File: src/rtl/otter_pkg.sv
// Shared OTTER definitions used by the memory port arbiter.
package otter_pkg;

    typedef enum logic [1:0] {
        IDLE   = 2'd0,
        BUSY_I = 2'd1,
        BUSY_D = 2'd2,
        RESP   = 2'd3
    } arb_state_t;

    localparam logic [1:0] MEM_SIZE_BYTE = 2'd0;
    localparam logic [1:0] MEM_SIZE_HALF = 2'd1;
    localparam logic [1:0] MEM_SIZE_WORD = 2'd2;

endpackage

File: src/rtl/mem_port_arbiter_if.sv
// Bundle of the fetch, data and memory-side signals around the arbiter.
// slave is the arbiter's view; master is the pipeline/memory view.
interface mem_port_arbiter_if;

    logic        if_req;
    logic [31:0] if_addr;
    logic        if_ack;
    logic [31:0] if_rdata;

    logic        d_req;
    logic        d_we;
    logic [31:0] d_addr;
    logic [31:0] d_wdata;
    logic [1:0]  d_size;
    logic        d_sign;
    logic        d_ack;
    logic [31:0] d_rdata;

    logic        m_req;
    logic        m_we;
    logic [31:0] m_addr;
    logic [31:0] m_wdata;
    logic [1:0]  m_size;
    logic        m_sign;
    logic        m_ready;
    logic [31:0] m_rdata;

    logic        stall_if;
    logic        stall_mem;

    modport slave (
        input  if_req, if_addr, d_req, d_we, d_addr, d_wdata, d_size, d_sign,
               m_ready, m_rdata,
        output if_ack, if_rdata, d_ack, d_rdata,
               m_req, m_we, m_addr, m_wdata, m_size, m_sign,
               stall_if, stall_mem
    );

    modport master (
        output if_req, if_addr, d_req, d_we, d_addr, d_wdata, d_size, d_sign,
               m_ready, m_rdata,
        input  if_ack, if_rdata, d_ack, d_rdata,
               m_req, m_we, m_addr, m_wdata, m_size, m_sign,
               stall_if, stall_mem
    );

endinterface

File: src/rtl/starve_counter.sv
// Saturating counter of consecutive data grants taken while fetch waits.
// sat tells the arbiter that fetch must win the next contested grant.
module starve_counter #(
    parameter int CNT_W      = 3,
    parameter int STARVE_MAX = 4
) (
    input  logic CLK,
    input  logic RST,
    input  logic inc,
    input  logic clr,
    output logic sat
);

    localparam logic [CNT_W-1:0] MAX_C = CNT_W'(STARVE_MAX);

    logic [CNT_W-1:0] cnt_r;

    // Count up on inc, hold at MAX_C, clear has priority over inc.
    always_ff @(posedge CLK) begin
        if (RST) begin
            cnt_r <= '0;
        end else if (clr) begin
            cnt_r <= '0;
        end else if (inc && (cnt_r != MAX_C)) begin
            cnt_r <= cnt_r + {{(CNT_W-1){1'b0}}, 1'b1};
        end else begin
            cnt_r <= cnt_r;
        end
    end

    assign sat = (cnt_r == MAX_C);

endmodule

File: src/rtl/mem_port_arbiter.sv
// Single-outstanding arbiter sharing one memory/IO bus between the fetch
// stage and the memory stage. Data wins contested grants unless fetch has
// already been passed over STARVE_MAX times in a row.
module mem_port_arbiter
    import otter_pkg::*;
#(
    parameter int STARVE_MAX = 4,
    parameter int CNT_W      = 3
) (
    input  logic              CLK,
    input  logic              RST,
    mem_port_arbiter_if.slave bus
);

    arb_state_t  state_r;
    logic        if_ack_r;
    logic        d_ack_r;
    logic [31:0] if_rdata_r;
    logic [31:0] d_rdata_r;
    logic        m_req_r;
    logic        m_we_r;
    logic [31:0] m_addr_r;
    logic [31:0] m_wdata_r;
    logic [1:0]  m_size_r;
    logic        m_sign_r;

    logic        grant_d_s;
    logic        grant_i_s;
    logic        starve_inc_s;
    logic        starve_clr_s;
    logic        starve_sat_s;

    // Decide which requester (if any) is granted on this edge; only in IDLE.
    always_comb begin
        grant_d_s = 1'b0;
        grant_i_s = 1'b0;
        if (state_r == IDLE) begin
            if (bus.d_req && !(bus.if_req && starve_sat_s)) begin
                grant_d_s = 1'b1;
            end else if (bus.if_req) begin
                grant_i_s = 1'b1;
            end else begin
                grant_d_s = 1'b0;
                grant_i_s = 1'b0;
            end
        end else begin
            grant_d_s = 1'b0;
            grant_i_s = 1'b0;
        end
    end

    assign starve_inc_s = grant_d_s & bus.if_req;
    assign starve_clr_s = grant_i_s | (grant_d_s & ~bus.if_req);

    starve_counter #(
        .CNT_W      (CNT_W),
        .STARVE_MAX (STARVE_MAX)
    ) u_starve (
        .CLK (CLK),
        .RST (RST),
        .inc (starve_inc_s),
        .clr (starve_clr_s),
        .sat (starve_sat_s)
    );

    // Transaction FSM: capture request on grant, hold bus until m_ready,
    // then pulse the owner's ack for one cycle.
    always_ff @(posedge CLK) begin
        if (RST) begin
            state_r    <= IDLE;
            if_ack_r   <= 1'b0;
            d_ack_r    <= 1'b0;
            if_rdata_r <= 32'd0;
            d_rdata_r  <= 32'd0;
            m_req_r    <= 1'b0;
            m_we_r     <= 1'b0;
            m_addr_r   <= 32'd0;
            m_wdata_r  <= 32'd0;
            m_size_r   <= 2'd0;
            m_sign_r   <= 1'b0;
        end else begin
            case (state_r)
                IDLE: begin
                    if_ack_r <= 1'b0;
                    d_ack_r  <= 1'b0;
                    if (grant_d_s) begin
                        m_req_r   <= 1'b1;
                        m_we_r    <= bus.d_we;
                        m_addr_r  <= bus.d_addr;
                        m_wdata_r <= bus.d_wdata;
                        m_size_r  <= bus.d_size;
                        m_sign_r  <= bus.d_sign;
                        state_r   <= BUSY_D;
                    end else if (grant_i_s) begin
                        m_req_r   <= 1'b1;
                        m_we_r    <= 1'b0;
                        m_addr_r  <= bus.if_addr;
                        m_wdata_r <= 32'd0;
                        m_size_r  <= MEM_SIZE_WORD;
                        m_sign_r  <= 1'b0;
                        state_r   <= BUSY_I;
                    end else begin
                        state_r <= IDLE;
                    end
                end
                BUSY_I: begin
                    if (bus.m_ready) begin
                        if_rdata_r <= bus.m_rdata;
                        m_req_r    <= 1'b0;
                        if_ack_r   <= 1'b1;
                        state_r    <= RESP;
                    end else begin
                        state_r <= BUSY_I;
                    end
                end
                BUSY_D: begin
                    if (bus.m_ready) begin
                        // Stores return no data; loads pass memory data as-is.
                        d_rdata_r <= m_we_r ? 32'd0 : bus.m_rdata;
                        m_req_r   <= 1'b0;
                        d_ack_r   <= 1'b1;
                        state_r   <= RESP;
                    end else begin
                        state_r <= BUSY_D;
                    end
                end
                RESP: begin
                    if_ack_r <= 1'b0;
                    d_ack_r  <= 1'b0;
                    state_r  <= IDLE;
                end
                default: begin
                    if_ack_r <= 1'b0;
                    d_ack_r  <= 1'b0;
                    m_req_r  <= 1'b0;
                    state_r  <= IDLE;
                end
            endcase
        end
    end

    assign bus.if_ack    = if_ack_r;
    assign bus.if_rdata  = if_rdata_r;
    assign bus.d_ack     = d_ack_r;
    assign bus.d_rdata   = d_rdata_r;
    assign bus.m_req     = m_req_r;
    assign bus.m_we      = m_we_r;
    assign bus.m_addr    = m_addr_r;
    assign bus.m_wdata   = m_wdata_r;
    assign bus.m_size    = m_size_r;
    assign bus.m_sign    = m_sign_r;
    assign bus.stall_if  = bus.if_req & ~if_ack_r;
    assign bus.stall_mem = bus.d_req & ~d_ack_r;

endmodule

File: src/flat_wrapper.sv
// flat-port wrapper written by rule: the top's interface ports become plain ports
module mem_port_arbiter_flat import otter_pkg::*;
#(
    parameter int STARVE_MAX = 4,
    parameter int CNT_W      = 3
)
  (CLK, RST, bus_if_req, bus_if_addr, bus_d_req, bus_d_we, bus_d_addr, bus_d_wdata, bus_d_size, bus_d_sign, bus_m_ready, bus_m_rdata, bus_if_ack, bus_if_rdata, bus_d_ack, bus_d_rdata, bus_m_req, bus_m_we, bus_m_addr, bus_m_wdata, bus_m_size, bus_m_sign, bus_stall_if, bus_stall_mem);
  mem_port_arbiter_if bus_i ();
  input  logic CLK;
  input  logic RST;
  input wire logic [$bits(bus_i.if_req)-1:0] bus_if_req;
  input wire logic [$bits(bus_i.if_addr)-1:0] bus_if_addr;
  input wire logic [$bits(bus_i.d_req)-1:0] bus_d_req;
  input wire logic [$bits(bus_i.d_we)-1:0] bus_d_we;
  input wire logic [$bits(bus_i.d_addr)-1:0] bus_d_addr;
  input wire logic [$bits(bus_i.d_wdata)-1:0] bus_d_wdata;
  input wire logic [$bits(bus_i.d_size)-1:0] bus_d_size;
  input wire logic [$bits(bus_i.d_sign)-1:0] bus_d_sign;
  input wire logic [$bits(bus_i.m_ready)-1:0] bus_m_ready;
  input wire logic [$bits(bus_i.m_rdata)-1:0] bus_m_rdata;
  output wire logic [$bits(bus_i.if_ack)-1:0] bus_if_ack;
  output wire logic [$bits(bus_i.if_rdata)-1:0] bus_if_rdata;
  output wire logic [$bits(bus_i.d_ack)-1:0] bus_d_ack;
  output wire logic [$bits(bus_i.d_rdata)-1:0] bus_d_rdata;
  output wire logic [$bits(bus_i.m_req)-1:0] bus_m_req;
  output wire logic [$bits(bus_i.m_we)-1:0] bus_m_we;
  output wire logic [$bits(bus_i.m_addr)-1:0] bus_m_addr;
  output wire logic [$bits(bus_i.m_wdata)-1:0] bus_m_wdata;
  output wire logic [$bits(bus_i.m_size)-1:0] bus_m_size;
  output wire logic [$bits(bus_i.m_sign)-1:0] bus_m_sign;
  output wire logic [$bits(bus_i.stall_if)-1:0] bus_stall_if;
  output wire logic [$bits(bus_i.stall_mem)-1:0] bus_stall_mem;
  assign bus_i.if_req = bus_if_req;
  assign bus_i.if_addr = bus_if_addr;
  assign bus_i.d_req = bus_d_req;
  assign bus_i.d_we = bus_d_we;
  assign bus_i.d_addr = bus_d_addr;
  assign bus_i.d_wdata = bus_d_wdata;
  assign bus_i.d_size = bus_d_size;
  assign bus_i.d_sign = bus_d_sign;
  assign bus_i.m_ready = bus_m_ready;
  assign bus_i.m_rdata = bus_m_rdata;
  assign bus_if_ack = bus_i.if_ack;
  assign bus_if_rdata = bus_i.if_rdata;
  assign bus_d_ack = bus_i.d_ack;
  assign bus_d_rdata = bus_i.d_rdata;
  assign bus_m_req = bus_i.m_req;
  assign bus_m_we = bus_i.m_we;
  assign bus_m_addr = bus_i.m_addr;
  assign bus_m_wdata = bus_i.m_wdata;
  assign bus_m_size = bus_i.m_size;
  assign bus_m_sign = bus_i.m_sign;
  assign bus_stall_if = bus_i.stall_if;
  assign bus_stall_mem = bus_i.stall_mem;
  mem_port_arbiter #(.STARVE_MAX(STARVE_MAX), .CNT_W(CNT_W)) u_core (.CLK(CLK), .RST(RST), .bus(bus_i));
endmodule
File: config.mk
export PLATFORM = sky130hd
export DESIGN_NAME = mem_port_arbiter_flat
export DESIGN_NICKNAME = d
export VERILOG_FILES = /design/src/rtl/otter_pkg.sv /design/src/rtl/mem_port_arbiter_if.sv /design/src/rtl/starve_counter.sv /design/src/rtl/mem_port_arbiter.sv /design/src/flat_wrapper.sv
export SDC_FILE = /design/constraint.sdc
export NUM_CORES = 1
export LEC_CHECK = 0
export ABC_AREA = 1
export BUFFER_PORTS_ARGS = -buffer_cell sky130_fd_sc_hd__buf_2
export CAP_MARGIN = 40
export CORE_MARGIN = 2
export CORE_UTILIZATION = 50
export DETAILED_ROUTE_END_ITERATION = 16
export GPL_ROUTABILITY_DRIVEN = 1
export PLACE_DENSITY = 0.89
export SLEW_MARGIN = 20
export SYNTH_ARGS = -nofsm -noshare
export SYNTH_HDL_FRONTEND = slang
export SYNTH_SLANG_ARGS = --single-unit
File: constraint.sdc
create_clock -name CLK -period 3 [get_ports CLK]
set_input_delay 0.6 -clock CLK [delete_from_list [all_inputs] [get_ports CLK]]
set_output_delay 0.6 -clock CLK [all_outputs]
set_load 0.01 [all_outputs]
== Word level (Yosys, flattened, before mapping) ==
Cells that the tools add are included.

* Flip-flop bits (word level): 140
* Input port bits: 137
* Word-level logic and storage cells: 75

* Add/subtract/negate cells: 1
* Bitwise gates (word level): 8
* Mux-type cells: 27
* Reduce and logical (&&, ||, !) cells: 18
* Equality and inequality tests: 9

{| class="wikitable"
|+ Operator list
! cell !! count
|-
| $mux W32 || 5
|-
| $mux W1 || 14
|-
| $reduce_and A2 Y1 || 5
|-
| $mux W2 || 4
|-
| $pmux W2 S4 || 1
|-
| $reduce_bool A2 Y1 || 4
|-
| $pmux W1 S2 || 3
|-
| $reduce_or A2 Y1 || 3
|-
| $and A1 B1 Y1 || 4
|-
| $eq A2 B2 Y1 const B || 2
|-
| $ne A2 B2 Y1 const B || 2
|-
| $add A3 B1 Y3 const B || 1
|-
| $eq A3 B3 Y1 const B || 1
|-
| $logic_and A1 B1 Y1 || 3
|-
| $ne A3 B1 Y1 const B || 1
|-
| $ne A3 B3 Y1 const B || 1
|-
| $not A1 Y1 || 3
|-
| $reduce_and A3 Y1 || 1
|-
| $eq A2 B1 Y1 const B || 1
|-
| $logic_not A2 Y1 || 1
|-
| $ne A2 B1 Y1 const B || 1
|-
| $logic_not A1 Y1 || 1
|-
| $or A1 B1 Y1 || 1
|}

== Longest topological paths before layout ==
Gate-level depths: netlist (run 1).

* Depth after elaboration: 9
* Gate-level depth with buffers: 9
* Mapped depth without buffers: 8

== Modules after synthesis ==
Synthesis (run 1) repeated with hierarchy kept, for this count alone.

* Cell total of the unflattened synthesis: 855
* Area total of the unflattened synthesis: 5908.2 sq um

{| class="wikitable"
|+ Modules (own cells, without submodules)
! module !! seq. area each (sq um) !! times used !! cells an instance !! area each (sq um)
|-
| mem_port_arbiter || 2742.6 || 1 || 828 || 5733.0
|-
| starve_counter || 60.1 || 1 || 27 || 175.2
|}

== Worst setup path before layout (run 1) ==
OpenSTA, ideal clock, no wires.

* Kind: input -> register
* Start: input port RST
* End: register u_core.d_rdata_r[0], in the netlist u_core.bus.d_rdata[0]
* Setup slack: 1.482 ns
* Path buffers: 3
* Stages on the path: 4
* Data arrival time: 1.386 ns
* Data required time: 2.868 ns
* Cells stage by stage: clkbuf_1 -> clkbuf_1 -> clkbuf_1 -> a21oi_1

{| class="wikitable"
|+ RTL lines
! element !! line !! text
|-
| start: declaration || flat_wrapper.sv:10 || <nowiki>input logic RST;</nowiki>
|-
| end signal: assignment || mem_port_arbiter.sv:119 || <nowiki>d_rdata_r <= m_we_r ? 32'd0 : bus.m_rdata;</nowiki>
|-
| end: declaration || mem_port_arbiter.sv:19 || <nowiki>logic [31:0] d_rdata_r;</nowiki>
|}

No word-level cell between the ends.

== Worst setup path in the final report (run 1) ==
* Start: register u_core.state_r[1]
* End: register u_core.if_rdata_r[18], in the netlist u_core.bus.if_rdata[18]

* Cells in the longest elaborated chain, start to end: 2

{| class="wikitable"
|+ RTL lines
! element !! line !! text
|-
| start: declaration || mem_port_arbiter.sv:15 || <nowiki>arb_state_t state_r;</nowiki>
|-
| start signal: assignment || mem_port_arbiter.sv:70 || <nowiki>state_r <= IDLE;</nowiki>
|-
| start signal: assignment || mem_port_arbiter.sv:93 || <nowiki>state_r <= BUSY_D;</nowiki>
|-
| start signal: assignment || mem_port_arbiter.sv:101 || <nowiki>state_r <= BUSY_I;</nowiki>
|-
| $eq A2 B1 Y1 || mem_port_arbiter.sv:82 || <nowiki>case (state_r)</nowiki>
|-
| $reduce_and A2 Y1 (no line) || - ||
|-
| end signal: assignment || mem_port_arbiter.sv:108 || <nowiki>if_rdata_r <= bus.m_rdata;</nowiki>
|-
| end: declaration || mem_port_arbiter.sv:18 || <nowiki>logic [31:0] if_rdata_r;</nowiki>
|}

No other way between the ends.
A chain may end at the register's enable or synchronous reset.

==> results of run 1 <==
[worst max-delay path, delay by kind of cell, from the launching register on]
kind	cells	cell delay, ps
and+or+nand+nor	3	610
buffers and inverters	3	560
DFF	1	370
adders and majority gates	1	220
[sequential cells by signal, summed over array words and instances (netlist names)]
signal and cells:
u_core.bus.d_rdata 32, u_core.bus.m_req 1, u_core.bus.m_size 2, u_core.bus.m_we 1, u_core.bus.if_ack 1, u_core.state_r 2
u_core.bus.m_sign 1, u_core.bus.m_addr 32, u_core.bus.if_rdata 32, u_core.bus.d_ack 1, u_core.u_starve.cnt_r 3, u_core.bus.m_wdata 32
[final cells by class]
cell class                      count  area [um^2]  area share [%]
Timing Repair Buffer              288         1490            19.5
Inverter                           47          176            2.32
Sequential cell                   140         2800            36.8
Clock inverter                      7         65.1           0.854
Tap cell                          140          175            2.30
Clock buffer                       23          488            6.41
Multi-Input combinational cell    541         2420            31.8
[stage by stage]
stage / cell area (um^2) / cells
6_report: 7620 / 1186
3_5_place_dp: 7060 / 1156
3_3_place_gp: 7050 / 1155
5_1_grt: 7620 / 1186
4_1_cts: 7620 / 1186
2_1_floorplan: 5630 / 785
[Yosys cell counts]
| cell type | count | share of area, % |
|---|---|---|
| nor2_1 | 169 | 11 |
| nand2_1 | 146 | 9.7 |
| dfxtp_1 | 140 | 50 |
| a21oi_1 | 76 | 6.8 |
| o21ai_0 | 68 | 6.0 |
| inv_1 | 44 | 2.9 |
| nand3_1 | 36 | 3.2 |
| nand4_1 | 35 | 3.9 |
| clkbuf_1 | 30 | 2.0 |
| buf_2 | 18 | 1.6 |
| buf_1 | 8 | 0.53 |
| ha_1 | 6 | 1.3 |
| clkinv_1 | 2 | 0.13 |
| o21ai_1 | 2 | 0.18 |
| a21oi_2 | 1 | 0.16 |
| buf_4 | 1 | 0.13 |
| inv_2 | 1 | 0.067 |
| nand3_2 | 1 | 0.18 |
| xor2_1 | 1 | 0.16 |
[placed cells by master (no fill, tap or decap), drive strengths merged]
master      n
o21ai      70
clkinv      6
clkbuf     23
dfxtp     140
ha          6
nand4      35
a21oi      77
buf       288
xor2        1
nor2      169
nand3      37
clkinvlp    2
nand2     146
bufinv      1
inv        45
[worst max path at each step]
stage / to / slack (ps) / startpoint
final: u_core.bus.if_rdata[18]$_SDFFE_PP0P_ / 1110 / u_core.state_r[1]$_SDFF_PP0_
after global routing: u_core.bus.if_rdata[18]$_SDFFE_PP0P_ / 890 / u_core.state_r[1]$_SDFF_PP0_
after CTS: u_core.bus.if_rdata[18]$_SDFFE_PP0P_ / 1060 / u_core.state_r[1]$_SDFF_PP0_
after detailed placement: u_core.bus.m_wdata[12]$_SDFFE_PP0P_ / 980 / bus_if_req
after global placement: u_core.bus.m_wdata[10]$_SDFFE_PP0P_ / 1040 / bus_if_req
after floorplan: u_core.bus.d_rdata[0]$_SDFFE_PP0P_ / 1480 / RST
[per-layer routing]
layer,vias up,share of wire [%],GRT usage (%)
met1,2742,39,30.9
met5,-,0,0
met2,317,47,45.3
li1,3032,-,-
met4,0,3.2,14.0
met3,47,9.9,9.17
[power by group through the flow]
stage	clock network (mW)	registers, mW	logic, mW
detailed placement	0	2.08	0.726
global route	2.07	2.06	0.820
CTS	1.97	2.04	0.733
finish	1.95	2.05	0.732
global placement	0	2.08	0.712
floorplan	0	2.14	0.365
[logic make-up (layout without fill, tap and decap cells)]
family          count (synthesis)  in the layout
buf+inv                       104            365
simple gates                  387            387
flops                         140            140
xor+xnor                        1              1
fa+ha+maj                       6              6
compound gates                147            147
==> impl_results.md, run 1 <==
- Antenna-violating nets left: 0
- Switching Fraction: 26.4%
- Cts hold-fix bufs: 0
- Row cnt: 38
- Place WS: 976 ps
- Slew HR: 51.0%
- Largest net degree at the start of global routing: 69
- First-pass GRT wire length: 25.6 mm
- Reg-to-Reg End: u_core.bus.if_rdata[18]$_SDFFE_PP0P_
- PwrDens: 620 mW/mm^2
- Crit-path most repeated cell: nor2_1
- Ratio of cells with drive above 1 in the final layout: 30.5%
- Setup TNS: 0 ps
- Fillers: 909
- Synth warn: 0
- Gr ovfl total: 0
- Crit Path Class: flop to flop
- Compound-gate portion of the synthesized area: 13.1%
- IO buf count: 273
- Post-Synth Simple-Gate Area: 28.2%
- Initial antenna violation count: 0
- FF-to-FF setup slack: 1110 ps
- Post-Synth XOR/XNOR Area: 0.155%
- H-tree Lvls: 4
- Cells along the critical path: inv_1 -> ha_1 -> nand2_1 -> clkinv_1 -> buf_4 -> nor2_1 -> nor2_1
- GR Util All Layers: 27.2%
- Internal: 3.48 mW
- Syn_area_per_cell: 7.18 um^2
- Final worst setup slack: 1110 ps
- Smallest hold slack: 417 ps
- Crit end category: flop
- Core Footprint: 0.0109 mm^2
- Max-cap violations: 0
- Final min period: 1890 ps
- Clock share of power: 41.2%
- Synth Area in Adders: 1.33%
- DP HPWL: 11.2 mm
- Total Die Area: 0.0121 mm^2
- RSZ-0062 raised after global routing: false
- Register bit total from synthesis: 140
- CP startpoint kind: flop
- Reg2reg path depth: 7
- TritonRoute pass-1 iters: 6
- Setup bufs post-CTS: 0
- Post-route clock period utilization: 62.9%
- Clk buf depth: 2
- FF-to-FF Start: u_core.state_r[1]$_SDFF_PP0_
- CP peak stage delay: 380 ps
- Top-level I/O count: 274
- Hold depth: 3
- Layout area overhead: 35.2%
- Largest family of logic cells by synthesized area: simple AND/OR/NAND/NOR gates
- Hold Path Class: primary input to flop
- Worst-path fanout max: 32
- GP Congestion: 0.883
- Overall power: 4.73 mW
- Clk_skew: 8.14 ps
- Vias in the first global route: 5560
- TritonCTS buffer count: 17
- Nets: 1178
- Root buf cell: clkbuf_16
- Die height: 110 um
- Die width: 110 um
- Sequential share of power: 43.3%
- Post-CTS resize count: 0
- DRC: 0
- Latest clock arrival within the worst-skew pair: 420 ps
- Static Leak: 3.83 nW
- Mapped Nets: 928
- Critical Path AT: 2190 ps
- Slowest cell on crit path: nand2_1
- Mux share of post-synthesis cell area: 0%
- Final wirelength: 16.7 mm
- Slew Limit Fails: 0
- Synth cell types: 19
- WP data required: 3300 ps
- Cell count after synthesis: 785
- CTS sink cnt: 140
- Clk pin slew, worst setup/hold paths: 60 ps
- Via Count: 6138
- Hold Path End: u_core.bus.m_size[1]$_SDFFE_PP0P_
- Psw: 1.25 mW
- Logic pwr share: 15.5%
- Max Clock Freq: 0.530 GHz
- Final Hold Fails: 0
- Avg WL per Cell: 14.1 um
- Peak supply drop: 443 uV
- Vias per cell: 5.18
- Iter 0 DRT Violations: 565
- Tightest Pin Transition: 735 ps
- ANT cells: 0
- Seq/Total Area, Yosys: 49.7%
- Mapped cell area: 0.00563 mm^2
- Status: complete, no violations
- HP Start: bus_d_size[1]
- Final core occ: 69.6%
- Final setup fails: 0
- Starting density of the core: 51.5%
- TritonCTS clock tree: yes
No activity file was read; power rests on OpenSTA's default activity.
==> run 2, diff against run 1 <==
--- a/config.mk
+++ b/config.mk
@@ -9,10 +9,10 @@
 export BUFFER_PORTS_ARGS = -buffer_cell sky130_fd_sc_hd__buf_2
 export CAP_MARGIN = 40
 export CORE_MARGIN = 2
-export CORE_UTILIZATION = 50
+export CORE_UTILIZATION = 46
 export DETAILED_ROUTE_END_ITERATION = 16
 export GPL_ROUTABILITY_DRIVEN = 1
-export PLACE_DENSITY = 0.89
+export PLACE_DENSITY = 0.83
 export SLEW_MARGIN = 20
 export SYNTH_ARGS = -nofsm -noshare
 export SYNTH_HDL_FRONTEND = slang
==> constraint.sdc (replaced) <==
create_clock -name CLK -period 1.9 [get_ports CLK]
set_input_delay 0.38 -clock CLK [delete_from_list [all_inputs] [get_ports CLK]]
set_output_delay 0.38 -clock CLK [all_outputs]
set_load 0.01 [all_outputs]
==> run 2 against run 1 <==
Effect of this change: fmax up 16%; global-route usage shrank 2.4 points; cell count is 0.93% higher; sequential power increased by 58%; critical endpoint is now u_core.bus.m_addr[22]$_SDFFE_PP0P_.
==> impl_results.md, run 2 (synthesis gave the netlist of run 1 again) <==
- Clock share of power: 42.6% (+1.4 points)
- Setup TNS: 0 ps (unchanged)
- Vias per cell: 5.04 (-2.7%)
- TritonCTS buffer count: 17 (unchanged)
- Post-route clock period utilization: 85.3% (+22 points)
- RSZ-0062 raised after global routing: false
- WP data required: 2210 ps (-1090 ps)
- Total Die Area: 0.0131 mm^2 (+8.4%)
- H-tree Lvls: 4 (unchanged)
- TritonRoute pass-1 iters: 5 (-1)
- Post-CTS resize count: 0 (unchanged)
- FF-to-FF Start: u_core.u_starve.cnt_r[0]$_SDFFE_PP0P_
- Sequential share of power: 42.1% (-1.2 points)
- Die height: 115 um (+4.1%)
- Final wirelength: 16.4 mm (-1.6%)
- Cts hold-fix bufs: 0 (unchanged)
- Cells along the critical path: inv_1 -> ha_1 -> nand3_2 -> nand2_1 -> buf_12 -> nand2_1 -> nand2_1 -> nor2_1 -> nor2_1
- Crit-path most repeated cell: nand2_1
- Critical Path AT: 1930 ps (-260 ps)
- Crit end category: flop
- Largest net degree at the start of global routing: 71 (+2.9%)
- Antenna-violating nets left: 0 (unchanged)
- Most frequent cells in the layout: buf_2, nor2_1, nand2_1
- IO buf count: 273 (unchanged)
- Static Leak: 3.87 nW (+1.2%)
- Slew Limit Fails: 0 (unchanged)
- Row cnt: 40 (+5.3%)
- Tightest Pin Transition: 750 ps (+15.2 ps)
- Clk_skew: 6.66 ps (-1.49 ps)
- Iter 0 DRT Violations: 595 (+5.3%)
- Via Count: 6029 (-1.8%)
- First-pass GRT wire length: 25.9 mm (+1.2%)
- Top-level I/O count: 274 (unchanged)
- Final setup fails: 0 (unchanged)
- Nets: 1180 (+0.17%)
- Slew HR: 50.0% (-1.0 points)
- Final Hold Fails: 0 (unchanged)
- Setup bufs post-CTS: 0 (unchanged)
- Status: complete, no violations
- Switching Fraction: 25.9% (-0.47 points)
- Initial antenna violation count: 1 (+1)
- Avg WL per Cell: 13.7 um (-2.5%)
- Commonest non-fill, non-tap cell in the layout: buf_2
- Max Clock Freq: 0.617 GHz (+16%)
- Logic pwr share: 15.3% (-0.2 points)
- Die width: 115 um (+4.1%)
- Placed insts: 1165 (+0.78%)
- Max-cap violations: 0 (unchanged)
- Hold Path Class: primary input to flop
- Peak supply drop: 590 uV (+33%)
- Internal: 5.68 mW (+63%)
- Post-DP Area: 0.00714 mm^2 (+1.1%)
- DP HPWL: 11.0 mm (-2.0%)
- Root buf cell: clkbuf_16
- Slowest cell on crit path: dfxtp_1
- Vias in the first global route: 5586 (+0.47%)
- Fin cells: 1197 (+0.93%)
- DRC: 0 (unchanged)
- GR Util All Layers: 24.8% (-2.4 points)
- Latest clock arrival within the worst-skew pair: 420 ps (about the same)
- CTS sink cnt: 140 (unchanged)
- Start point of the critical path: u_core.u_starve.cnt_r[0]$_SDFFE_PP0P_
- HP Start: bus_d_size[1]
- Layout area overhead: 37.0%
- Clk buf depth: 2 (unchanged)
- CP peak stage delay: 350 ps (-30 ps)
- TritonCTS clock tree: yes
- Final Instance Area: 0.00772 mm^2 (+1.3%)
- CP startpoint kind: flop
- PwrDens: 993 mW/mm^2 (+60%)
- Final min period: 1620 ps (-265 ps)
- Worst-path fanout max: 23 (-28%)
- Clk pin slew, worst setup/hold paths: 60 ps (about the same)
- GP Congestion: 0.860 (-2.6%)
- Starting density of the core: 47.1% (-4.4 points)
- Ratio of cells with drive above 1 in the final layout: 30.5% (about the same)
- Core Footprint: 0.0120 mm^2 (+9.4%)
- Fillers: 1061 (+17%)
- Crit Path Class: flop to flop
- Gr ovfl total: 0 (unchanged)
- Psw: 1.99 mW (+59%)
[run 2: path summary, 6_finish.rpt]
| check | endpoint | slack (ps) | cells after the start |
|---|---|---|---|
| max reg2reg | u_core.bus.m_addr[22]$_SDFFE_PP0P_ | 280 | 9 |
| min | u_core.bus.m_size[1]$_SDFFE_PP0P_ | 220 | 3 |
| min reg2reg | u_core.bus.m_wdata[19]$_SDFFE_PP0P_ | 460 | 2 |
| max | u_core.bus.m_addr[22]$_SDFFE_PP0P_ | 280 | 9 |
[run 2: layout make-up]
cell class	instances	area (um^2)	share of cell area [%]
antenna	1	2.50	0.0324
tap	147	184	2.38
timing repair buffer	290	1560	20.2
clock buffer	22	454	5.88
sequential	140	2800	36.3
clock inverter	9	120	1.56
multi-input combinational	541	2420	31.4
inverter	47	176	2.29
[run 2: metrics by stage]
stage | worst slack [ps] | power (mW) | utilization (%) | hold slack, ps
4_1_cts | 286 | 7.72 | 64.5 | 202
6_report | 279 | 7.67 | 64.5 | 216
3_3_place_gp | 339 | 4.44 | 59.7 | 445
5_1_grt | 110 | 8.01 | 64.5 | 227
3_5_place_dp | 299 | 4.46 | 59.7 | 449
2_1_floorplan | 492 | 3.95 | - | 457
[run 2: routing by layer]
layer	global-route usage [%]	vias up	wire length, um
met2	41.1	248	7890
met5	0	-	0
li1	-	3042	-
met3	7.83	29	1270
met4	10.7	0	373
met1	29.7	2710	6880
[run 2: power groups by stage]
| stage | sequential, mW | clock (mW) | combinational [mW] |
|---|---|---|---|
| floorplan | 3.37 | 0 | 0.576 |
| global placement | 3.28 | 0 | 1.16 |
| detailed placement | 3.28 | 0 | 1.17 |
| CTS | 3.22 | 3.32 | 1.18 |
| global route | 3.25 | 3.45 | 1.31 |
| finish | 3.23 | 3.27 | 1.17 |
[run 2: worst max-delay path, delay by kind of cell, from the launching register on]
family,cells,cell delay [ps]
flops,1,350
buf+inv,2,320
simple gates,6,610
fa+ha+maj,1,220
